===== config.mk =====
export PLATFORM = sky130hd
export DESIGN_NAME = color_classifier
export DESIGN_NICKNAME = d
export VERILOG_FILES = /design/src/rtl/color_classifier.sv
export SDC_FILE = /design/constraint.sdc
export NUM_CORES = 1
export LEC_CHECK = 0
export ABC_CLOCK_PERIOD_IN_PS = 6500
export CORE_MARGIN = 5
export CORE_UTILIZATION = 55
export DETAILED_ROUTE_END_ITERATION = 7
export HOLD_SLACK_MARGIN = 0.08
export PLACE_DENSITY = 0.74
export SYNTH_ARGS = -nofsm -noshare
export SYNTH_HDL_FRONTEND = slang
export SYNTH_SLANG_ARGS = --single-unit

===== constraint.sdc =====
create_clock -name clock -period 6.5 [get_ports clock]
set_input_delay 0.975 -clock clock [delete_from_list [all_inputs] [get_ports clock]]
set_output_delay 0.975 -clock clock [all_outputs]
set_load 0.02 [all_outputs]

===== src/rtl/color_classifier.sv =====
// Averages windows of RGB samples, classifies each window average into a cube
// colour, and publishes a colour once enough consecutive windows agree.
module color_classifier #(
    parameter int unsigned      WIDTH          = 8,
    parameter int unsigned      SAMPLE_SHIFT   = 2,
    parameter int unsigned      STABLE_WINDOWS = 2,
    parameter logic [WIDTH-1:0] WHITE_MIN      = 'hA0,
    parameter logic [WIDTH-1:0] WHITE_SPREAD   = 'h30,
    parameter logic [WIDTH-1:0] Y_DELTA        = 'h30,
    parameter logic [WIDTH-1:0] O_DELTA        = 'h90,
    parameter logic [WIDTH-1:0] DARK_MAX       = 'h20
) (
    input  logic             clock,
    input  logic             reset_n,
    input  logic             clear,
    input  logic             sample_valid,
    output logic             sample_ready,
    input  logic [WIDTH-1:0] red,
    input  logic [WIDTH-1:0] green,
    input  logic [WIDTH-1:0] blue,
    output logic [2:0]       color,
    output logic             color_valid,
    output logic             busy
);

    // state    | meaning
    // ACCUM    | accepting samples into the window accumulators
    // CLASSIFY | window complete; register the class of the averages
    // DECIDE   | update stability history, publish colour, restart window

    localparam int unsigned ACC_W   = WIDTH + SAMPLE_SHIFT;
    localparam int unsigned CNT_W   = SAMPLE_SHIFT + 1;
    localparam int unsigned SAMPLES = 1 << SAMPLE_SHIFT;
    localparam logic [CNT_W-1:0] LAST_SAMPLE = CNT_W'(SAMPLES - 1);
    localparam logic [3:0]       STABLE_TC   = 4'(STABLE_WINDOWS);

    localparam logic [2:0] C_W    = 3'd0;
    localparam logic [2:0] C_O    = 3'd1;
    localparam logic [2:0] C_G    = 3'd2;
    localparam logic [2:0] C_R    = 3'd3;
    localparam logic [2:0] C_B    = 3'd4;
    localparam logic [2:0] C_Y    = 3'd5;
    localparam logic [2:0] C_NONE = 3'd6;

    typedef enum logic [1:0] {
        ACCUM    = 2'd0,
        CLASSIFY = 2'd1,
        DECIDE   = 2'd2
    } state_t;

    state_t           state;
    logic [ACC_W-1:0] acc_r;
    logic [ACC_W-1:0] acc_g;
    logic [ACC_W-1:0] acc_b;
    logic [CNT_W-1:0] count;
    logic [2:0]       raw_class;
    logic [2:0]       last_raw;
    logic [3:0]       stable_cnt;
    logic [3:0]       stable_next;
    logic [2:0]       window_class;

    function automatic logic [2:0] classify(input logic [WIDTH-1:0] r,
                                            input logic [WIDTH-1:0] g,
                                            input logic [WIDTH-1:0] b);
        logic [WIDTH-1:0] mx;
        logic [WIDTH-1:0] mn;
        logic [2:0]       cls;
        mx = r;
        if (g > mx) mx = g;
        if (b > mx) mx = b;
        mn = r;
        if (g < mn) mn = g;
        if (b < mn) mn = b;
        if (mx < DARK_MAX)
            cls = C_NONE;
        else if (mn >= WHITE_MIN && (mx - mn) <= WHITE_SPREAD)
            cls = C_W;
        else if (r >= g && r >= b) begin
            if ((r - g) <= Y_DELTA)
                cls = C_Y;
            else if ((r - g) <= O_DELTA)
                cls = C_O;
            else
                cls = C_R;
        end
        else if (g >= b)
            cls = C_G;
        else
            cls = C_B;
        return cls;
    endfunction

    // The upper WIDTH bits of each accumulator are the truncated average.
    assign window_class = classify(acc_r[ACC_W-1:SAMPLE_SHIFT],
                                   acc_g[ACC_W-1:SAMPLE_SHIFT],
                                   acc_b[ACC_W-1:SAMPLE_SHIFT]);

    always_comb begin
        stable_next = 4'd1;
        if (raw_class == last_raw)
            stable_next = (stable_cnt >= STABLE_TC) ? STABLE_TC : stable_cnt + 4'd1;
    end

    always_ff @(posedge clock) begin
        if (!reset_n) begin
            state        <= ACCUM;
            acc_r        <= '0;
            acc_g        <= '0;
            acc_b        <= '0;
            count        <= '0;
            raw_class    <= C_NONE;
            last_raw     <= C_NONE;
            stable_cnt   <= 4'd0;
            color        <= C_NONE;
            color_valid  <= 1'b0;
            sample_ready <= 1'b1;
            busy         <= 1'b0;
        end
        else if (clear) begin
            // Colour is deliberately held; only the history is flushed.
            state        <= ACCUM;
            acc_r        <= '0;
            acc_g        <= '0;
            acc_b        <= '0;
            count        <= '0;
            last_raw     <= C_NONE;
            stable_cnt   <= 4'd0;
            color_valid  <= 1'b0;
            sample_ready <= 1'b1;
            busy         <= 1'b0;
        end
        else begin
            color_valid <= 1'b0;
            case (state)
                ACCUM: begin
                    if (sample_valid && sample_ready) begin
                        acc_r <= acc_r + ACC_W'(red);
                        acc_g <= acc_g + ACC_W'(green);
                        acc_b <= acc_b + ACC_W'(blue);
                        count <= count + CNT_W'(1);
                        busy  <= 1'b1;
                        if (count == LAST_SAMPLE) begin
                            state        <= CLASSIFY;
                            sample_ready <= 1'b0;
                        end
                    end
                end
                CLASSIFY: begin
                    raw_class <= window_class;
                    state     <= DECIDE;
                end
                DECIDE: begin
                    last_raw   <= raw_class;
                    stable_cnt <= stable_next;
                    if (stable_next >= STABLE_TC && raw_class != color) begin
                        color       <= raw_class;
                        color_valid <= 1'b1;
                    end
                    acc_r        <= '0;
                    acc_g        <= '0;
                    acc_b        <= '0;
                    count        <= '0;
                    state        <= ACCUM;
                    sample_ready <= 1'b1;
                    busy         <= 1'b0;
                end
                default: begin
                    state        <= ACCUM;
                    sample_ready <= 1'b1;
                end
            endcase
        end
    end

endmodule

== Word level (Yosys, flattened, before mapping) ==
Index checks and enable logic that the tools add are counted.

* Output and inout bits: 6
* Bits in registers: 51
* Bits of input ports: 28
* Logic and storage cells: 86

* Add/sub/neg operators: 7
* Reductions and logical operators: 13
* $lt $le $gt $ge: 14
* Mux-type cells: 29
* Equality and inequality tests: 7
* Bitwise gates (word level): 4

{| class="wikitable"
|+ Operators by type and width
! kind !! number
|-
| $pmux W10 S2 || 3
|-
| $mux W8 || 4
|-
| $add A10 B8 Y10 || 3
|-
| $mux W10 || 3
|-
| $ge A8 B8 Y1 || 3
|-
| $mux W3 || 6
|-
| $gt A8 B8 Y1 || 2
|-
| $le A8 B6 Y1 const B || 2
|-
| $lt A8 B8 Y1 || 2
|-
| $sub A8 B8 Y8 || 2
|-
| $ge A4 B2 Y1 const B || 2
|-
| $ge A8 B8 Y1 const B || 1
|-
| $le A8 B8 Y1 const B || 1
|-
| $lt A8 B6 Y1 const B || 1
|-
| $mux W4 || 2
|-
| $mux W2 || 3
|-
| $pmux W3 S2 || 1
|-
| $reduce_and A2 Y1 || 3
|-
| $reduce_and A3 Y1 || 2
|-
| $add A4 B1 Y4 const B || 1
|-
| $logic_and A1 B1 Y1 || 4
|-
| $mux W1 || 4
|-
| $ne A2 B2 Y1 const B || 2
|-
| $not A1 Y1 || 4
|-
| other kinds (12) || 13
|}

== Depth between registers and ports, before layout ==
* Word-level depth: 9
* Gate-level depth with buffers: 28
* Depth with buffers taken out: 26

== Least setup slack after synthesis ==
No wires, ideal clock.

* Path type: reg-to-reg
* Start point: register acc_r[2]
* End point: register raw_class[2]
* Setup slack: 1.054 ns
* Arrival: 5.367 ns
* Library setup time: 0.079 ns
* Data required time: 6.421 ns
* Stages on the path, launching flop included: 27
* Path buffers: 2
* Clock period less this slack: 5.446 ns
* Cell sequence: dfxtp_1 -> inv_1 -> ha_1 -> fa_1 -> nand2b_1 -> a211oi_4 -> o21ai_4 -> clkbuf_1 -> a21oi_1 -> ha_1 -> o21a_1 -> o21ai_0 -> a221o_1 -> nand2_1 -> buf_2 -> nand2_1 -> o21ai_0 -> ha_1 -> nor2b_1 -> o21a_1 -> or2_2 -> a31oi_1 -> nand2_1 -> mux2_2 -> a21oi_2 -> o211ai_1 -> o211ai_1

* Word-level cells in the longest chain between the ends: 9
* Elaborated cells between the ends (all ways): 22
* Classes of those cells: 2 x add/sub; 10 x order compare; 8 x mux; 2 x reduce/logical

{| class="wikitable"
|+ Ends and longest elaborated chain
! element !! RTL line !! RTL
|-
| start, declared || 52 || <nowiki>logic [ACC_W-1:0] acc_r;</nowiki>
|-
| start signal, assigned || 137 || <nowiki>acc_r <= acc_r + ACC_W'(red);</nowiki>
|-
| $gt A8 B8 Y1 / $lt A8 B8 Y1 (equally long branches) || 69, 72 ||
|-
| $mux W8 (on tied branches) || 69, 72 ||
|-
| $gt A8 B8 Y1 / $lt A8 B8 Y1 (equally long branches) || 70, 73 ||
|-
| $mux W8 (on tied branches) || 70, 73 ||
|-
| $sub A8 B8 Y8 || 76 || <nowiki>else if (mn >= WHITE_MIN && (mx - mn) <= WHITE_SPREAD)</nowiki>
|-
| $le A8 B6 Y1 || 76 ||
|-
| $logic_and A1 B1 Y1 || 76 ||
|-
| $mux W3 || 76 ||
|-
| $mux W3 * || 74 || <nowiki>if (mx < DARK_MAX)</nowiki>
|-
| end signal, assigned || 149 || <nowiki>raw_class <= window_class;</nowiki>
|-
| end, declared || 56 || <nowiki>logic [2:0] raw_class;</nowiki>
|}

Mark *: on every way between the ends. The rest lies on a longest branch, timed or not.
A chain may end at the register's enable or synchronous reset.

== Worst setup path after layout ==
* Start point: register acc_r[2]
* End point: register raw_class[1]

The elaborated chain is that of the path after synthesis.

==> metrics <==
status finished, final reports clean; critical path class reg -> reg; Seq/Total Area, Yosys 21.2%; Hold Path Stages 2; die area 10700 µm²; Die Ht 104 µm; Peak VDD IR 0.000116 V; latest clock arrival within the worst-skew pair 0.32 ns; DPL Wire Length 9500 µm; uppermost layer routed met4; Post-Route WL 11900 µm; critical path arrival 6.22 ns; f_max 166 MHz; DRC Markers 0; EDFF count, synth 0; metal3 WL 388 µm; Critical-path top delay cell a221o_1; Buf/Inv on CP 2; I/O pin cnt 34; Setup WS pre-CTS 0.405 ns; total gr overflow 0; CP startpoint kind flop; Syn. warnings 0; type of the most critical hold path reg -> reg; detailed router's first-iteration violation count 222; Top FF cell, synth dfxtp_1; post-synth top area share 21.2%; Fill cells 812; syn avg cell area 8.01 µm²; Core Box Area 8640 µm²; global placer's final weighted congestion 0.892; Setup TNS 0 ns; RR Endpoint raw_class[1]; Final Max Tran Viols 0; RSZ-0062 raised after global routing no; Reg2Reg Setup Slack 0.47 ns; Least-Margin Pin Slew 0.606 ns; clk_skew 0.0129 ns; CTS Buffer Depth 2; largest fanout on the critical path 15; number of global-route vias before repair 4428; syn nets 705; register area 1020 µm²; post-CTS sizing 0; relative slew slack 59.6%; cell count after synthesis 601; Hold Fails Final Rpt 0; Leak 0.00236 µW; area leader, netlist dfxtp_1; Crit. End Element flop; GRT Resource Usage Total 22.2%; Area Overhead vs Synth 10.9%; total number of vias 4474; number of setup buffers added after CTS 0; # port buffers 33; CTS buffer count 5; Cell variety after synth 62; Final #Nets 730; first-pass GRT wire length 20400 µm; Root Driver clkbuf_8; FF+latch count, synth 51; mapped cell area 4820 µm²; largest net degree at the start of global routing 41; Initial Util 55.8%; met2 wire len 6030 µm; # rows 34; hold path start stable_cnt[2]; period utilisation layout 92.7%; Ant. Diodes 0; TritonCTS Sinks 51; wire per inst 16.2 µm; Synth async-reset ratio 0%; routed vias/inst 6.09; pwr/cell area 216 nW/µm²; CP top delay family compound AO/OA/AOI/OAI gates; Synth area leaders dfxtp_1 21%, ha_1 19%, a21oi_1 6.7%, nor2_1 5.4%, a22oi_1 4.1%; number of iterations in the first detailed-routing pass 4; share of cells above drive strength 1 5.58%; Critical Path RT 6.69 ns; max incr delay on CP 0.44 ns; Hold Buf Count CTS 0; Worst R2R Path Depth 25; reported max-cap violation count 0; die width 104 µm; final worst path period need 6.03 ns; worst setup margin 0.472 ns; antenna viol nets, final 0; clock tree from TritonCTS done; crit-path most repeated cell o21ai_0; # setup viols final 0; RR Startpoint acc_r[2]; CTS clk-pin slew, worst paths 0.11 ns; met1 wire length 5340 µm; H-tree depth 2; initial antenna violation count 0; Multi-input gate area 3610 µm²; WHS Endpoint stable_cnt[2]
-- worst max-delay path by stage --
stage	from	to	cells past startpoint
floorplan	acc_r[2]	raw_class[2]	26
global placement	acc_r[2]	raw_class[2]	25
detailed placement	acc_r[2]	raw_class[1]	25
CTS	acc_r[2]	raw_class[1]	25
global route	acc_r[2]	raw_class[0]	26
finish	acc_r[2]	raw_class[1]	25
-- state kept, by name, indices dropped and copies added, names as in the netlist --
register      cells
last_raw          3
acc_g            10
busy              1
acc_r            10
count             3
sample_ready      1
color             3
stable_cnt        4
color_valid       1
raw_class         3
acc_b            10
state             2
-- stage by stage --
stage	hold WS, ns	instances	utilization, %	instance area, µm²	power [µW]
floorplan	0.432	601	-	4820	814
global placement	0.439	727	60.6	5230	920
detailed placement	0.453	727	60.6	5230	940
CTS	0.468	735	61.7	5330	1140
global route	0.489	735	61.9	5340	1250
finish	0.459	735	61.9	5340	1160
-- cells in the final DEF (no fill, tap or decap), types with 5 or more instances in the layout --
cell type         n
o211ai_1         12
ha_1             72
xor2_1            9
nor3_1           17
o21a_1           11
nor2_1           69
a22oi_1          26
dfxtp_1          51
nand2b_1          8
o21ai_0          28
nand2_1          36
xnor2_1          19
nor2b_1           9
and3_1            7
clkbuf_8          5
clkdlybuf4s50_1  33
mux2i_1           8
or2_2             5
o21bai_1         11
nand3_1           9
a21o_1           18
a21oi_1          64
inv_1            35
-- worst register-to-register path, delay by kind of cell, from the launching register on --
kind,cells,cell delay [ns]
AOI/OAI and AO/OA,11,2.47
and+or+nand+nor,7,1.34
adders and majority gates,4,1.25
DFF,1,0.41
muxes,1,0.30
buffers and inverters,2,0.16
-- cell usage after synthesis, types with 2 or more instances --
| cell | number |
|---|---|
| and2_1 | 2 |
| o2111a_1 | 2 |
| fa_1 | 4 |
| o2111ai_1 | 2 |
| dfxtp_1 | 51 |
| ha_1 | 72 |
| a221o_1 | 2 |
| o21a_1 | 11 |
| or3_1 | 2 |
| clkbuf_1 | 14 |
| nand2b_1 | 8 |
| mux2_2 | 4 |
| a21o_1 | 18 |
| o211ai_1 | 12 |
| xnor2_1 | 19 |
| or2_2 | 5 |
| nor3_1 | 18 |
| o311ai_0 | 2 |
| xor2_1 | 9 |
| a211oi_1 | 2 |
| nand3_1 | 9 |
| nor2_1 | 69 |
| o21bai_1 | 11 |
| o211a_1 | 4 |
| a22oi_1 | 26 |
| nand2_1 | 37 |
| nand4_1 | 4 |
| nor2b_1 | 9 |
| mux2i_1 | 8 |
| a31oi_1 | 2 |
| a21oi_1 | 64 |
| and3_1 | 7 |
| a31o_2 | 2 |
| inv_1 | 35 |
| o21ai_0 | 28 |
-- where the power goes --
| group | switching (µW) | internal, µW |
|---|---|---|
| logic | 363 | 261 |
| clock network | 120 | 79.4 |
| registers | 12.3 | 320 |
| total | 495 | 660 |
-- per-layer routing --
layer  track usage [%]  vias to the layer above
li1                  -                     2257
met1              27.1                     2105
met2              40.4                       89
met3              3.23                       23
met4              5.72                        0
met5                 0                        -
-- area by class of cell --
class                      instances  area share, %
inverter                          35           2.46
clock buffer                       5           1.29
tap                              108           2.53
sequential                        51           19.1
multi-input combinational        498           67.6
clock inverter                     3          0.515
timing repair buffer              35           6.46
-- kinds of logic after synthesis --
family	share of synthesized area (%)
AO/OA/AOI/OAI	29.4
XOR/XNOR	5.09
adder cells (fa/ha/maj)	20.4
buffers and inverters	4.16
flip-flops	21.2
multiplexers	2.60
AND/OR/NAND/NOR	17.1
Note: power is estimated with default switching activity, not from simulation.
